<file path="config.mk">
export PLATFORM = sky130hd
export DESIGN_NAME = if_id_buffer
export DESIGN_NICKNAME = d
export VERILOG_FILES = /design/src/rtl/if_id_buffer.sv
export SDC_FILE = /design/constraint.sdc
export NUM_CORES = 1
export LEC_CHECK = 0
export CAP_MARGIN = 20
export CELL_PAD_IN_SITES_DETAIL_PLACEMENT = 1
export CELL_PAD_IN_SITES_GLOBAL_PLACEMENT = 1
export CORE_MARGIN = 2
export CORE_UTILIZATION = 38
export CTS_BUF_LIST = sky130_fd_sc_hd__clkbuf_4 sky130_fd_sc_hd__clkbuf_8
export DETAILED_ROUTE_END_ITERATION = 16
export GPL_TIMING_DRIVEN = 0
export PLACE_DENSITY_LB_ADDON = 0.08
export SETUP_SLACK_MARGIN = 0.3
export SYNTH_ARGS = -nofsm -noshare
export SYNTH_HDL_FRONTEND = slang
export SYNTH_SLANG_ARGS = --single-unit
</file>
<file path="constraint.sdc">
create_clock -name clk -period 1.9 [get_ports clk]
set_input_delay 0.38 -clock clk [delete_from_list [all_inputs] [get_ports clk]]
set_output_delay 0.38 -clock clk [all_outputs]
set_load 0.02 [all_outputs]
</file>
<file path="src/rtl/if_id_buffer.sv">
// IF/ID pipeline buffer: assembles one- or two-word instructions from fetch into decode bundles.
// Optional bubble counter output enabled by defining IF_ID_BUBBLE_CNT_EN.
module if_id_buffer #(
    parameter int unsigned PC_W      = 32,
    parameter logic [15:0] IMM_MASK  = 16'hE000,
    parameter logic [15:0] IMM_MATCH = 16'hC000
) (
    input  logic            clk,
    input  logic            reset,
    input  logic [15:0]     word_in,
    input  logic            word_valid,
    input  logic [PC_W-1:0] pc_in,
    input  logic            stall,
    input  logic            flush,
    output logic            ready_out,
    output logic [15:0]     instr_out,
    output logic [15:0]     imm_out,
    output logic [PC_W-1:0] pc_out,
    output logic            has_imm,
`ifdef IF_ID_BUBBLE_CNT_EN
    output logic [15:0]     bubble_cnt,
`endif
    output logic            valid_out
);

    typedef enum logic [0:0] {StWaitOp, StWaitImm} state_e;

    state_e          state_q, state_d;
    logic [15:0]     instr_q, instr_d;
    logic [15:0]     imm_q, imm_d;
    logic [PC_W-1:0] pc_q, pc_d;
    logic            has_imm_q, has_imm_d;
    logic            valid_q, valid_d;
    logic [15:0]     op_q, op_d;
    logic [PC_W-1:0] op_pc_q, op_pc_d;

    logic accept;
    logic two_word;

    assign ready_out = !stall;
    assign accept    = word_valid && ready_out && !flush;
    assign two_word  = (word_in & IMM_MASK) == IMM_MATCH;

    // State register
    always_ff @(posedge clk) begin
        if (reset) begin
            state_q <= StWaitOp;
        end else begin
            state_q <= state_d;
        end
    end

    // Next-state logic
    always_comb begin
        state_d = state_q;
        if (flush) begin
            state_d = StWaitOp;
        end else if (stall) begin
            state_d = state_q;
        end else if (accept) begin
            unique case (state_q)
                StWaitOp:  state_d = two_word ? StWaitImm : StWaitOp;
                StWaitImm: state_d = StWaitOp;
                default:   state_d = StWaitOp;
            endcase
        end
    end

    // Output/datapath next values; outputs are registered, so these feed the _q flops
    always_comb begin
        instr_d   = instr_q;
        imm_d     = imm_q;
        pc_d      = pc_q;
        has_imm_d = has_imm_q;
        valid_d   = 1'b0;
        op_d      = op_q;
        op_pc_d   = op_pc_q;
        if (flush) begin
            has_imm_d = 1'b0;
        end else if (stall) begin
            valid_d = valid_q;
        end else if (accept) begin
            unique case (state_q)
                StWaitOp: begin
                    if (two_word) begin
                        op_d    = word_in;
                        op_pc_d = pc_in;
                    end else begin
                        instr_d   = word_in;
                        pc_d      = pc_in;
                        imm_d     = '0;
                        has_imm_d = 1'b0;
                        valid_d   = 1'b1;
                    end
                end
                StWaitImm: begin
                    instr_d   = op_q;
                    pc_d      = op_pc_q;
                    imm_d     = word_in;
                    has_imm_d = 1'b1;
                    valid_d   = 1'b1;
                end
                default: begin
                    valid_d = 1'b0;
                end
            endcase
        end
    end

    always_ff @(posedge clk) begin
        if (reset) begin
            instr_q   <= '0;
            imm_q     <= '0;
            pc_q      <= '0;
            has_imm_q <= 1'b0;
            valid_q   <= 1'b0;
            op_q      <= '0;
            op_pc_q   <= '0;
        end else begin
            instr_q   <= instr_d;
            imm_q     <= imm_d;
            pc_q      <= pc_d;
            has_imm_q <= has_imm_d;
            valid_q   <= valid_d;
            op_q      <= op_d;
            op_pc_q   <= op_pc_d;
        end
    end

    assign instr_out = instr_q;
    assign imm_out   = imm_q;
    assign pc_out    = pc_q;
    assign has_imm   = has_imm_q;
    assign valid_out = valid_q;

`ifdef IF_ID_BUBBLE_CNT_EN
    logic [15:0] bubble_cnt_q, bubble_cnt_d;

    // Saturating count of cycles with no bundle presented; flush leaves it alone
    always_comb begin
        bubble_cnt_d = bubble_cnt_q;
        if (!valid_q && bubble_cnt_q != 16'hFFFF) begin
            bubble_cnt_d = bubble_cnt_q + 16'd1;
        end
    end

    always_ff @(posedge clk) begin
        if (reset) begin
            bubble_cnt_q <= '0;
        end else begin
            bubble_cnt_q <= bubble_cnt_d;
        end
    end

    assign bubble_cnt = bubble_cnt_q;
`endif

endmodule

</file>
Yosys cells after proc, flatten, opt, wreduce, memory -nomap -nowiden
Cells that the tools add are included.
- logic and storage cells: 35
- flip-flop bits (word level): 115
- bitwise operators: 3
- multiplexer cells: 13
- eq/ne operators: 2
- reduce and logical (&&, ||, !) cells: 9
- operators by type and width (operator ; count):
    16-bit case mux with 2 select lines ; 2
    32-bit case mux with 2 select lines ; 1
    16-bit two-way mux ; 2
    32-bit two-way mux ; 1
    1-bit case mux with 2 select lines ; 3
    5-bit AND reduction ; 1
    1-bit two-way mux ; 4
    4-bit AND reduction ; 1
    3-bit equality test (second input constant) ; 1
    1-bit NOT ; 3
    3-bit AND reduction ; 1
    1-bit logical AND ; 2
    1-bit zero test ; 2
    2-bit inequality test (second input constant) ; 1
    2-bit AND reduction ; 1
    2-bit OR reduction ; 1

Depth between registers and ports, before layout
Gate-level depths: netlist (run 1).
- depth in word-level cells: 4
- mapped depth: 6

Least setup slack after synthesis (run 1)
Ideal clock, no wire load.
- path type: input to register
- from: input port stall
- to: register pc_q[12], in the netlist pc_out[12]
- stages: 6
- setup slack: 0.415 ns
- arrival: 1.351 ns
- required time: 1.766 ns
- cells stage by stage: or3b_1 > buf_2 > nor2_4 > buf_6 > buf_4 > a211oi_1
- word-level cells in the longest chain between the ends: 4
- elaborated cells between the ends (all ways): 5
- those cells by class: bitwise: 1; reduce/logical: 4
- RTL lines (what ; line ; RTL):
    start: declaration ; 13 ; input logic stall,
    1-bit zero test ; 40 ; assign ready_out = !stall;
    1-bit logical AND (2 in a row) ; 41 ; assign accept = word_valid && ready_out && !flush;
    4-bit AND reduction (no line) * ; - ;
    end signal: assignment ; 122 ; pc_q <= pc_d;
    end: declaration ; 31 ; logic [PC_W-1:0] pc_q, pc_d;
Every way passes the cells marked *; elsewhere a longest branch is shown, timed or not.
A chain may end at the register's enable or synchronous reset.

Final worst setup path (run 1)
- from: register state_q
- to: register pc_q[11], in the netlist pc_out[11]
- word-level cells in the longest chain between the ends: 3
- elaborated cells between the ends (all ways): 4
- those cells by class: eq/ne: 1; mux: 1; bitwise: 1; reduce/logical: 1
- RTL lines (what ; line ; RTL):
    start: declaration ; 28 ; state_e state_q, state_d;
    start signal: assignment ; 47 ; state_q <= StWaitOp;
    start signal: assignment ; 49 ; state_q <= state_d;
    1-bit NOT ; 83 ; unique case (state_q)
    2-bit inequality test (no line) ; - ;
    4-bit AND reduction (no line) ; - ;
Several ways; a longest one is shown, not always the timed one.

==> results of run 1 <==
cells in the mapped netlist:
| library cell | n | area [sq um] |
|---|---|---|
| and4bb_2 | 1 | 12.5 |
| nand2b_1 | 1 | 6.26 |
| nand4bb_1 | 1 | 11.3 |
| clkbuf_1 | 32 | 120 |
| o21ai_1 | 3 | 15.0 |
| or3b_1 | 1 | 8.76 |
| a21oi_1 | 112 | 561 |
| nand2_1 | 3 | 11.3 |
| mux2i_1 | 49 | 490 |
| buf_6 | 2 | 22.5 |
| nor3b_2 | 1 | 12.5 |
| buf_2 | 25 | 125 |
| inv_1 | 1 | 3.75 |
| nor2_4 | 1 | 11.3 |
| nor3_1 | 1 | 5.00 |
| nor2_1 | 2 | 7.51 |
| nand3_1 | 61 | 305 |
| buf_4 | 3 | 22.5 |
| dfxtp_1 | 115 | 2300 |
| a211oi_1 | 49 | 368 |
| o21a_1 | 1 | 7.51 |
| o21ai_0 | 59 | 295 |
per-stage QoR:
stage                     instances  setup TNS (ns)  total power [mW]  setup WS, ns
final                           849               0              5.25         0.329
after global routing            849               0              5.45         0.257
after CTS                       845               0              5.26         0.291
after detailed placement        810          -45.45              3.18        -0.534
after global placement          810          -41.57              3.17        -0.456
after floorplan                 524               0              2.84         0.415
what timing repair did:
item,4_1_cts,5_1_grt
hold buffers,0,0
gates cloned,0,1
setup endpoints to repair,182,111
endpoints found under the hold margin,0,0
buffers inserted,4,2
pin swaps,1,1
gates resized for setup,100,36
area by class of cell:
type | instances | area share [%]
plain buffers | 61 | 5.58
well taps | 168 | 3.18
multi-input cells | 346 | 32.8
diodes | 1 | 0.0378
flip-flops and latches | 115 | 34.8
clock inverters | 4 | 0.303
clock buffers | 28 | 5.35
inverters | 1 | 0.0568
repair buffers | 125 | 17.9
state kept, by name, summed over array words and instances, names as in the netlist:
signal / count
op_pc_q: 32
pc_out: 32
imm_out: 16
instr_out: 16
op_q: 16
has_imm: 1
state_q: 1
valid_out: 1
path summary, 6_finish.rpt:
check	cells past startpoint	startpoint	endpoint	slack (ns)
hold / removal	3	word_in[13]	imm_out[13]	0.34
setup reg to reg	5	state_q	pc_out[11]	0.33
hold reg to reg	2	op_q[13]	op_q[13]	0.46
setup / recovery	5	state_q	pc_out[11]	0.33
worst register-to-register path: stages (launching register included):
cell and delay [ns]:
dfxtp_1 0.31, buf_2 0.13, buf_4 0.22, buf_2 0.36
mux2i_1 0.31, a211oi_1 0.11
cells by family after synthesis:
family / Yosys count
and+or+nand+nor: 73
buffers and inverters: 63
AOI/OAI and AO/OA: 224
muxes: 49
DFF: 115
report_power, final:
part,total (mW),switching (mW),internal (mW)
Sequential,2.50,0.0321,2.47
Clock,2.12,0.941,1.18
Combinational,0.628,0.363,0.265
Total,5.25,1.34,3.91
placed cells by master, fill, tap and decap left out, drive strengths merged, types with 3 or more instances in the layout:
cell           synthesis  routed
a211oi                49      49
a21oi                112     112
buf                   30      32
clkbuf                32      64
clkdlybuf4s50          0      45
clkinv                 0       4
dfxtp                115     115
dlygate4sd2            0      68
dlymetal6s2s           0       4
mux2i                 49      49
nand2                  3       3
nand3                 61      61
nor2                   3       3
o21ai                 62      62
layer usage:
layer	vias to the layer above	share of wire, %	GRT usage [%]	wire length [microns]
li1	2220	-	-	-
met1	2273	47	32.0	7390
met2	118	47	39.6	7490
met3	18	4.7	5.33	744
met4	0	1.6	8.27	248
met5	-	0	0	0
==> results.md, run 1 <==
- Status: complete, no violations
- Die ar.: 0.0133 sq mm
- Worst EP required: 2.21 ns
- Synth Area in Adders: 0%
- Skew-Pair Late Insertion Delay: 0.45 ns
- First-pass GRT wire length: 25.0 mm
- Max Clk Rate: 0.636 GHz
- Critical-path top delay cell: buf_2
- Cell Chain, Critical Path: buf_2, buf_4, buf_2, mux2i_1, a211oi_1
- CTS tree: done
- Slew Viols, Final: 0
- Reg clk slew, reported paths: 0.07 ns
- CTS max path bufs: 2
- Mux contribution to synthesized area: about a tenth
- FILL cells: 1423
- Multi-input logic area: 0.00217 sq mm
- Unique masters post-synth: 22
- Nets: between 700 and 800
- Average size of a mapped cell: 9.02 sq um
- Unrepaired setup endpoints after global routing: yes
- Area fraction in compound gates after synthesis: 26.4%
- Die H: roughly 120 microns
- Leakage power: between 2 and 3 nW
- Maximum vdd drop: 0.399 mV
- Fin util: a little over half
- Core area: about 0.012 sq mm
- Largest net degree at the start of global routing: 17
- Iteration-0 DRC Markers: around 260
- Initial core utilization: 39.2%
- Crit path time final: 1.57 ns
- Remaining DRCs: 0
- CP max stage delay: 0.36 ns
- TritonRoute pass-1 iters: 4
- Power per standard cell area: 793 mW/mm^2
- Yosys warnings: 0
- CP Class: reg2reg
- Skew final: 0.0117 ns
- Grt total ovfl: 0
- Final number of setup-violating endpoints: 0
- H-tree depth: 4
- Share of layout cells above drive strength 1: 13.5%
- # rows: 40
- Wire per inst: 18.7 microns
- Hold WC Path Type: in2reg
- Worst Path Buf+Inv: 3
- Mean number of vias per cell: 5.45
- Sequential cell area: 0.00230 sq mm
- I/O pin count: between 100 and 150
- Area Overhead vs Synth: 40.0%
- DR vias: 4629
- Fin. Hold Viols: 0
- Worst Path Arrival: 1.88 ns
- Most frequent cell on the critical path: buf_2
- Final WL: ~16 mm
- Post-Syn Area: 0.00472 sq mm
- CTS root buffer: clkbuf_8
- Hold slack: around 0.34 ns
- Syn nets: 577
- Die width: ~120 microns
- Inserted Clock Buffers: 17
- Worst setup EP type: register
- Critical Path Source Type: register
- Sequential area share after synthesis: 48.7%
- Post-synthesis xor/xnor area fraction: 0%
- Period utilization: between 80% and 90%
- Final ANT Viol Nets: 0
- I/O Buffers: 118
- HPWL after detailed placement: 11.1 mm
- GRT Overall Usage: between 20% and 30%
- Vias in the first global route: 4818
- Yosys reg bits: 115
- Max Cap Violations: 0
- Headroom to the max-slew limit: 60.4%
- Post-route cell area: 0.00661 sq mm
- Cells after synthesis: 524
- CP max FO: 10
- Worst Tran Pin Value: a little under 0.6 ns
- Placed Area: 0.00612 sq mm
- Largest family of logic cells by synthesized area: compound AO/OA/AOI/OAI gates
- Placer Congestion: 0.804
- Sinks on Clock Net: 115
- Initial antenna violation count: 1
- Simple logic cell fraction of the synthesized area: 8.29%
- CP top delay family: buffers and inverters
Note: power is estimated with default switching activity, not from simulation.
==> run 2, diff against run 1 <==
- clock period: 1.9 -> 1.6 ns (I/O delays scaled with it)
==> run 2 against run 1 <==
Critical path depth up 1. Combinational power up 57%. Final cell count increased by 1.3%. Register-to-register slack lost 0.25 ns.
==> results.md, run 2 (same netlist as run 1, synthesis figures left out) <==
- Status: complete, no violations
- Worst Tran Pin Value: 0.774 ns (+0.180 ns)
- HPWL after detailed placement: 11.0 mm (-0.21%)
- Area Overhead vs Synth: 58.1%
- CTS root buffer: clkbuf_8
- Tot Pwr: 6.85 mW (+30%)
- Power per standard cell area: 917 mW/mm^2 (+16%)
- Core area: 0.0121 sq mm (unchanged)
- Die ar.: 0.0133 sq mm (unchanged)
- I/O pin count: 120 (unchanged)
- Place WS: -0.773 ns (-0.239 ns)
- Slew Viols, Final: 0 (unchanged)
- I/O Buffers: 118 (unchanged)
- Largest net degree at the start of global routing: 17 (unchanged)
- H-tree depth: 4 (unchanged)
- Initial antenna violation count: 0 (-1)
- # rows: 40 (unchanged)
- Period utilization: 95.3% (+13 points)
- Most common cell after layout, fill and taps aside: dfxtp_1
- Vias in the first global route: 5171 (+7.3%)
- Skew final: 0.00841 ns (-0.00330 ns)
- R2R depth: 6 (+1)
- CP max FO: 9 (-1)
- Worst setup EP type: register
- Maximum vdd drop: 0.579 mV (+45%)
- Worst Path Arrival: 1.88 ns (about the same)
- Met3 routed WL: 850 microns (+14%)
- Sinks on Clock Net: 115 (unchanged)
- Hold Path Depth: 2 (-1)
- CTS tree: done
- Ant diodes: 0 (-1)
- Max Cap Violations: 0 (unchanged)
- FF-to-FF setup slack: 0.07 ns (-0.25 ns)
- Met2 routed WL: 9.26 mm (+24%)
- Unrepaired setup endpoints after global routing: yes
- Grt total ovfl: 0 (unchanged)
- Post-route setup TNS: 0 ns (unchanged)
- Skew-Pair Late Insertion Delay: 0.43 ns (-0.02 ns)
- Hold WC Path Type: in2reg
- Remaining DRCs: 0 (unchanged)
- Die width: 116 microns (unchanged)
- Iteration-0 DRC Markers: 282 (+7.6%)
- Reg clk slew, reported paths: 0.07 ns (about the same)
- Leakage power: 2.64 nW (+4.9%)
- Share of layout cells above drive strength 1: 45.5% (+32 points)
- Critical Path Source Type: register
- Max layer used: met4
- Max Clk Rate: 0.656 GHz (+3.0%)
- CTS max path bufs: 2 (unchanged)
- Final number of setup-violating endpoints: 0 (unchanged)
- Final ANT Viol Nets: 0 (unchanged)
- Mean number of vias per cell: 5.65 (+3.6%)
- Initial core utilization: 39.2% (unchanged)
- CP Class: reg2reg
- TritonRoute pass-1 iters: 7 (+3)
- First-pass GRT wire length: 28.2 mm (+13%)
- Headroom to the max-slew limit: 48.4% (-12 points)
- Worst EP required: 1.95 ns (-0.26 ns)
- GRT Overall Usage: 27.7% (+3.4 points)
- DR vias: 4860 (+5.0%)
- Final WL: 18.7 mm (+18%)
- Crit path time final: 1.53 ns (-0.0461 ns)
- Setup ws final: 0.0750 ns (-0.254 ns)
- Inserted Clock Buffers: 17 (unchanged)
- Nets: 732 (+1.7%)
- Most frequent cells in the layout: dfxtp_1 (81), a21oi_1 (64), nand3_1 (59), buf_4 (59), mux2i_1 (46)
- Fin util: 61.9% (+7.1 points)
- Die H: 116 microns (unchanged)
- Wire per inst: 21.7 microns (+16%)
- Wire length on met1: 8.34 mm (+13%)
- Fin. Hold Viols: 0 (unchanged)
- Placer Congestion: 0.799 (-0.66%)
## run 2: cell types whose count changed in the layout (fill, tap and decap cells not counted), moves of 10 or more
cell           previous run  this run
a211oi_1                 47         3
a211oi_2                  2        45
a21oi_1                 112        64
a21oi_2                   0        42
buf_2                    11        25
buf_4                    15        59
buf_8                     3        14
clkbuf_4                 13         3
dfxtp_1                 115        81
dfxtp_2                   0        33
dlygate4sd2_1            68         5
## run 2: metrics by stage
step / instance area, sq um / cells / hold slack [ns]
after detailed placement: 6130 / 810 / 0.446
final: 7470 / 860 / 0.246
after global routing: 7470 / 860 / 0.236
after CTS: 7110 / 858 / 0.227
after floorplan: 4740 / 524 / 0.398
after global placement: 6130 / 810 / 0.443
## run 2: per-layer routing
layer	track usage (%)	vias up
li1	-	2248
met1	36.5	2461
met2	45.5	132
met3	6.17	19
met4	8.59	0
met5	0	-
## run 2: area by class of cell
| cell class | instances | area (sq um) |
|---|---|---|
| clock buffer | 21 | 283 |
| multi-input combinational | 346 | 2670 |
| fill | 1291 | 4590 |
| buffer | 62 | 544 |
| inverter | 1 | 3.75 |
| sequential | 115 | 2350 |
| clock inverter | 11 | 133 |
| tap | 168 | 210 |
| timing repair buffer | 136 | 1280 |
## run 2: report_power, final
group	switching (mW)	leakage, nW	internal, mW
logic	0.543	1.47	0.444
registers	0.0573	0.948	2.94
clock network	1.20	0.218	1.66
## run 2: critical path: stages (launching register included)
cell and delay (ns):
dfxtp_2 0.33, buf_6 0.12, and4bb_4 0.35, buf_12 0.15
bufbuf_16 0.26, nand3_1 0.08, a21oi_1 0.14
## run 2: what timing repair did
item,in CTS,in global routing
pin swaps,8,1
cloned,8,0
buffers inserted,8,2
endpoints found under the setup margin,182,161
gates resized for setup,469,119
hold buffers,0,0
## run 2: final timing paths
kind | startpoint | endpoint
max | state_q | op_pc_q[17]
min | flush | has_imm
max reg2reg | state_q | op_pc_q[17]
min reg2reg | op_q[13] | op_q[13]
==> run 3, diff against run 2 <==
- CORE_MARGIN: 2 -> 8
- REMOVE_ABC_BUFFERS: unset -> 1
==> run 3 against run 2 <==
Core utilization down 3.3 points. Global-route usage down 5.9 points. Final cell count down 3.0%. Clock power down 8.4%. Critical endpoint is now pc_out[9]. Largest power group unchanged.
==> results.md, run 3 (same netlist as run 1, synthesis figures left out) <==
- Largest net degree at the start of global routing: 81 (+64)
- Placer Congestion: 0.687 (-14%)
- Period utilization: 87.1% (-8.2 points)
- Mean number of vias per cell: 5.80 (+2.7%)
- Clock share of power: 40.3% (-1.5 points)
- First-pass GRT wire length: 27.8 mm (-1.4%)
- Sw Share: 26.2% (-0.12 points)
- Grt total ovfl: 0 (unchanged)
- # rows: 40 (unchanged)
- CP max FO: 8 (-1)
- Die ar.: 0.0163 sq mm (+22%)
- Post-route setup TNS: 0 ns (unchanged)
- Critical R2R Capture: pc_out[9]
- CTS max path bufs: 2 (unchanged)
- Fin. Hold Viols: 0 (unchanged)
- Skew-Pair Late Insertion Delay: 0.44 ns (about the same)
- Most frequent cells in the layout: a21oi_1 (110), dfxtp_1 (104), nand3_1 (61)
- Final number of setup-violating endpoints: 0 (unchanged)
- I/O pin count: 120 (unchanged)
- Vias in the first global route: 5086 (-1.6%)
- Ant diodes: 0 (unchanged)
- FILL cells: 1355 (+5.0%)
- Die H: 128 microns (+10%)
- Internal power: 4.80 mW (-4.9%)
- Fin util: 58.6% (-3.3 points)
- Initial antenna violation count: 0 (unchanged)
- Area Overhead vs Synth: 49.5%
- R2R depth: 5 (-1)
- Most common cell after layout, fill and taps aside: a21oi_1
- Hold WC Path Type: in2reg
- Combinational Power Share: 14.0% (-0.4 points)
- Max Cap Violations: 0 (unchanged)
- H-tree depth: 4 (unchanged)
- Core area: 0.0121 sq mm (unchanged)
- Wire per inst: 22.9 microns (+5.5%)
- Nets: 707 (-3.4%)
- Power per standard cell area: 920 mW/mm^2 (+0.38%)
- Final ANT Viol Nets: 0 (unchanged)
- R2r startpoint: state_q
- Reg clk slew, reported paths: 0.07 ns (about the same)
- Part of the power in registers: 45.8% (+2.0 points)
- Crit path time final: 1.39 ns (-0.132 ns)
- CTS tree: done
- Hold Path Depth: 2 (unchanged)
- Switch Pwr: 1.70 mW (-5.5%)
- Worst EP required: 1.96 ns (about the same)
- GRT Overall Usage: 21.8% (-5.9 points)
- DR vias: 4839 (-0.43%)
- Status: complete, no violations
- FF-to-FF setup slack: 0.21 ns (+0.13 ns)
- Inserted Clock Buffers: 17 (unchanged)
- Hold Startpoint: flush
- Initial core utilization: 39.2% (unchanged)
- Maximum vdd drop: 0.574 mV (-0.81%)
- Max Clk Rate: 0.718 GHz (+9.5%)
- Headroom to the max-slew limit: 66.9% (+19 points)
- Sinks on Clock Net: 115 (unchanged)
- Die width: 128 microns (+10%)
- Critical Path Source Type: register
- HPWL after detailed placement: 9.40 mm (-15%)
- Iteration-0 DRC Markers: 401 (+42%)
- Share of layout cells above drive strength 1: 31.5% (-14 points)
- Slew Viols, Final: 0 (unchanged)
- Worst setup EP type: register
- Remaining DRCs: 0 (unchanged)
- TritonRoute pass-1 iters: 4 (-3)
- Worst Tran Pin Value: 0.496 ns (-0.278 ns)
- Skew final: 0.00905 ns (+0.000645 ns)
- Hold EP: has_imm
- Final WL: 19.1 mm (+2.3%)
- I/O Buffers: 119 (+0.85%)
- CP Class: reg2reg
- CTS root buffer: clkbuf_8
- Worst Path Arrival: 1.75 ns (-0.13 ns)
- Unrepaired setup endpoints after global routing: yes
- Leakage power: 2.45 nW (-7.0%)
-- run 3: changes by cell type in the layout (fill, tap and decap cells not counted), sizes merged --
cell and change:
clkdlybuf4s15 +2, clkbuf -17, buf -4, or3b +1, clkinv -3, bufinv -2, nand4bb +3, bufbuf -3
and4bb +3, dlygate4sd2 -5, clkinvlp -1
-- run 3: power by group through the flow --
stage          combinational, mW  sequential [mW]  clock [mW]
2_1_floorplan              0.207             3.11           0
3_3_place_gp               0.688             3.04           0
3_5_place_dp               0.744             3.04           0
4_1_cts                    0.803             2.97        2.64
5_1_grt                    0.963             2.98        2.78
6_report                   0.908             2.98        2.62
-- run 3: worst max-delay path by stage --
stage / end / slack, ns / cells past startpoint / from
3_3_place_gp: state_q / -5.25 / 4 / stall
6_report: pc_out[9] / 0.21 / 5 / state_q
2_1_floorplan: instr_out[0] / -2.78 / 3 / state_q
4_1_cts: pc_out[10] / 0.20 / 7 / stall
3_5_place_dp: instr_out[3] / -1.38 / 6 / flush
5_1_grt: op_pc_q[23] / 0.17 / 5 / state_q
-- run 3: area by class of cell --
type                       instances  area, sq um  area share (%)
tap                              168          210            2.98
sequential                       115         2320            32.8
multi-input combinational        353         2480            35.1
clock inverter                     5         50.0           0.708
inverter                           1         3.75          0.0531
timing repair buffer             166         1680            23.7
clock buffer                      26          327            4.62
-- run 3: worst max-delay path, cell delays in order (launching register included) --
cell,delay (ns)
dfxtp_4,0.38
and4bb_4,0.37
nor2_4,0.06
buf_6,0.13
clkbuf_16,0.17
a211oi_4,0.19
-- run 3: through the flow --
stage          total power [mW]  cells  setup slack [ns]  area (sq um)  hold WS (ns)
6_report                   6.50    834             0.207          7070         0.207
5_1_grt                    6.72    834             0.168          7070         0.190
4_1_cts                    6.41    817             0.200          6610         0.173
3_5_place_dp               3.78    760             -1.38          6090         0.461
3_3_place_gp               3.72    749             -5.25          5840         0.437
2_1_floorplan              3.31    462             -2.78          4430         0.389
-- run 3: per-layer routing --
| layer | share of wire (%) | track usage [%] | vias to the layer above |
|---|---|---|---|
| met2 | 50 | 37.1 | 141 |
| li1 | - | - | 2214 |
| met3 | 5.9 | 6.57 | 28 |
| met4 | 1.8 | 7.70 | 0 |
| met1 | 42 | 25.4 | 2456 |
| met5 | 0 | 0 | - |
-- run 3: timing repair --
action	4_1_cts	5_1_grt
hold endpoints to repair	0	0
gates resized for setup	326	88
endpoints found under the setup margin	182	149
hold buffers	0	0
pin swaps	8	9
buffers inserted	19	10
gates cloned	7	7
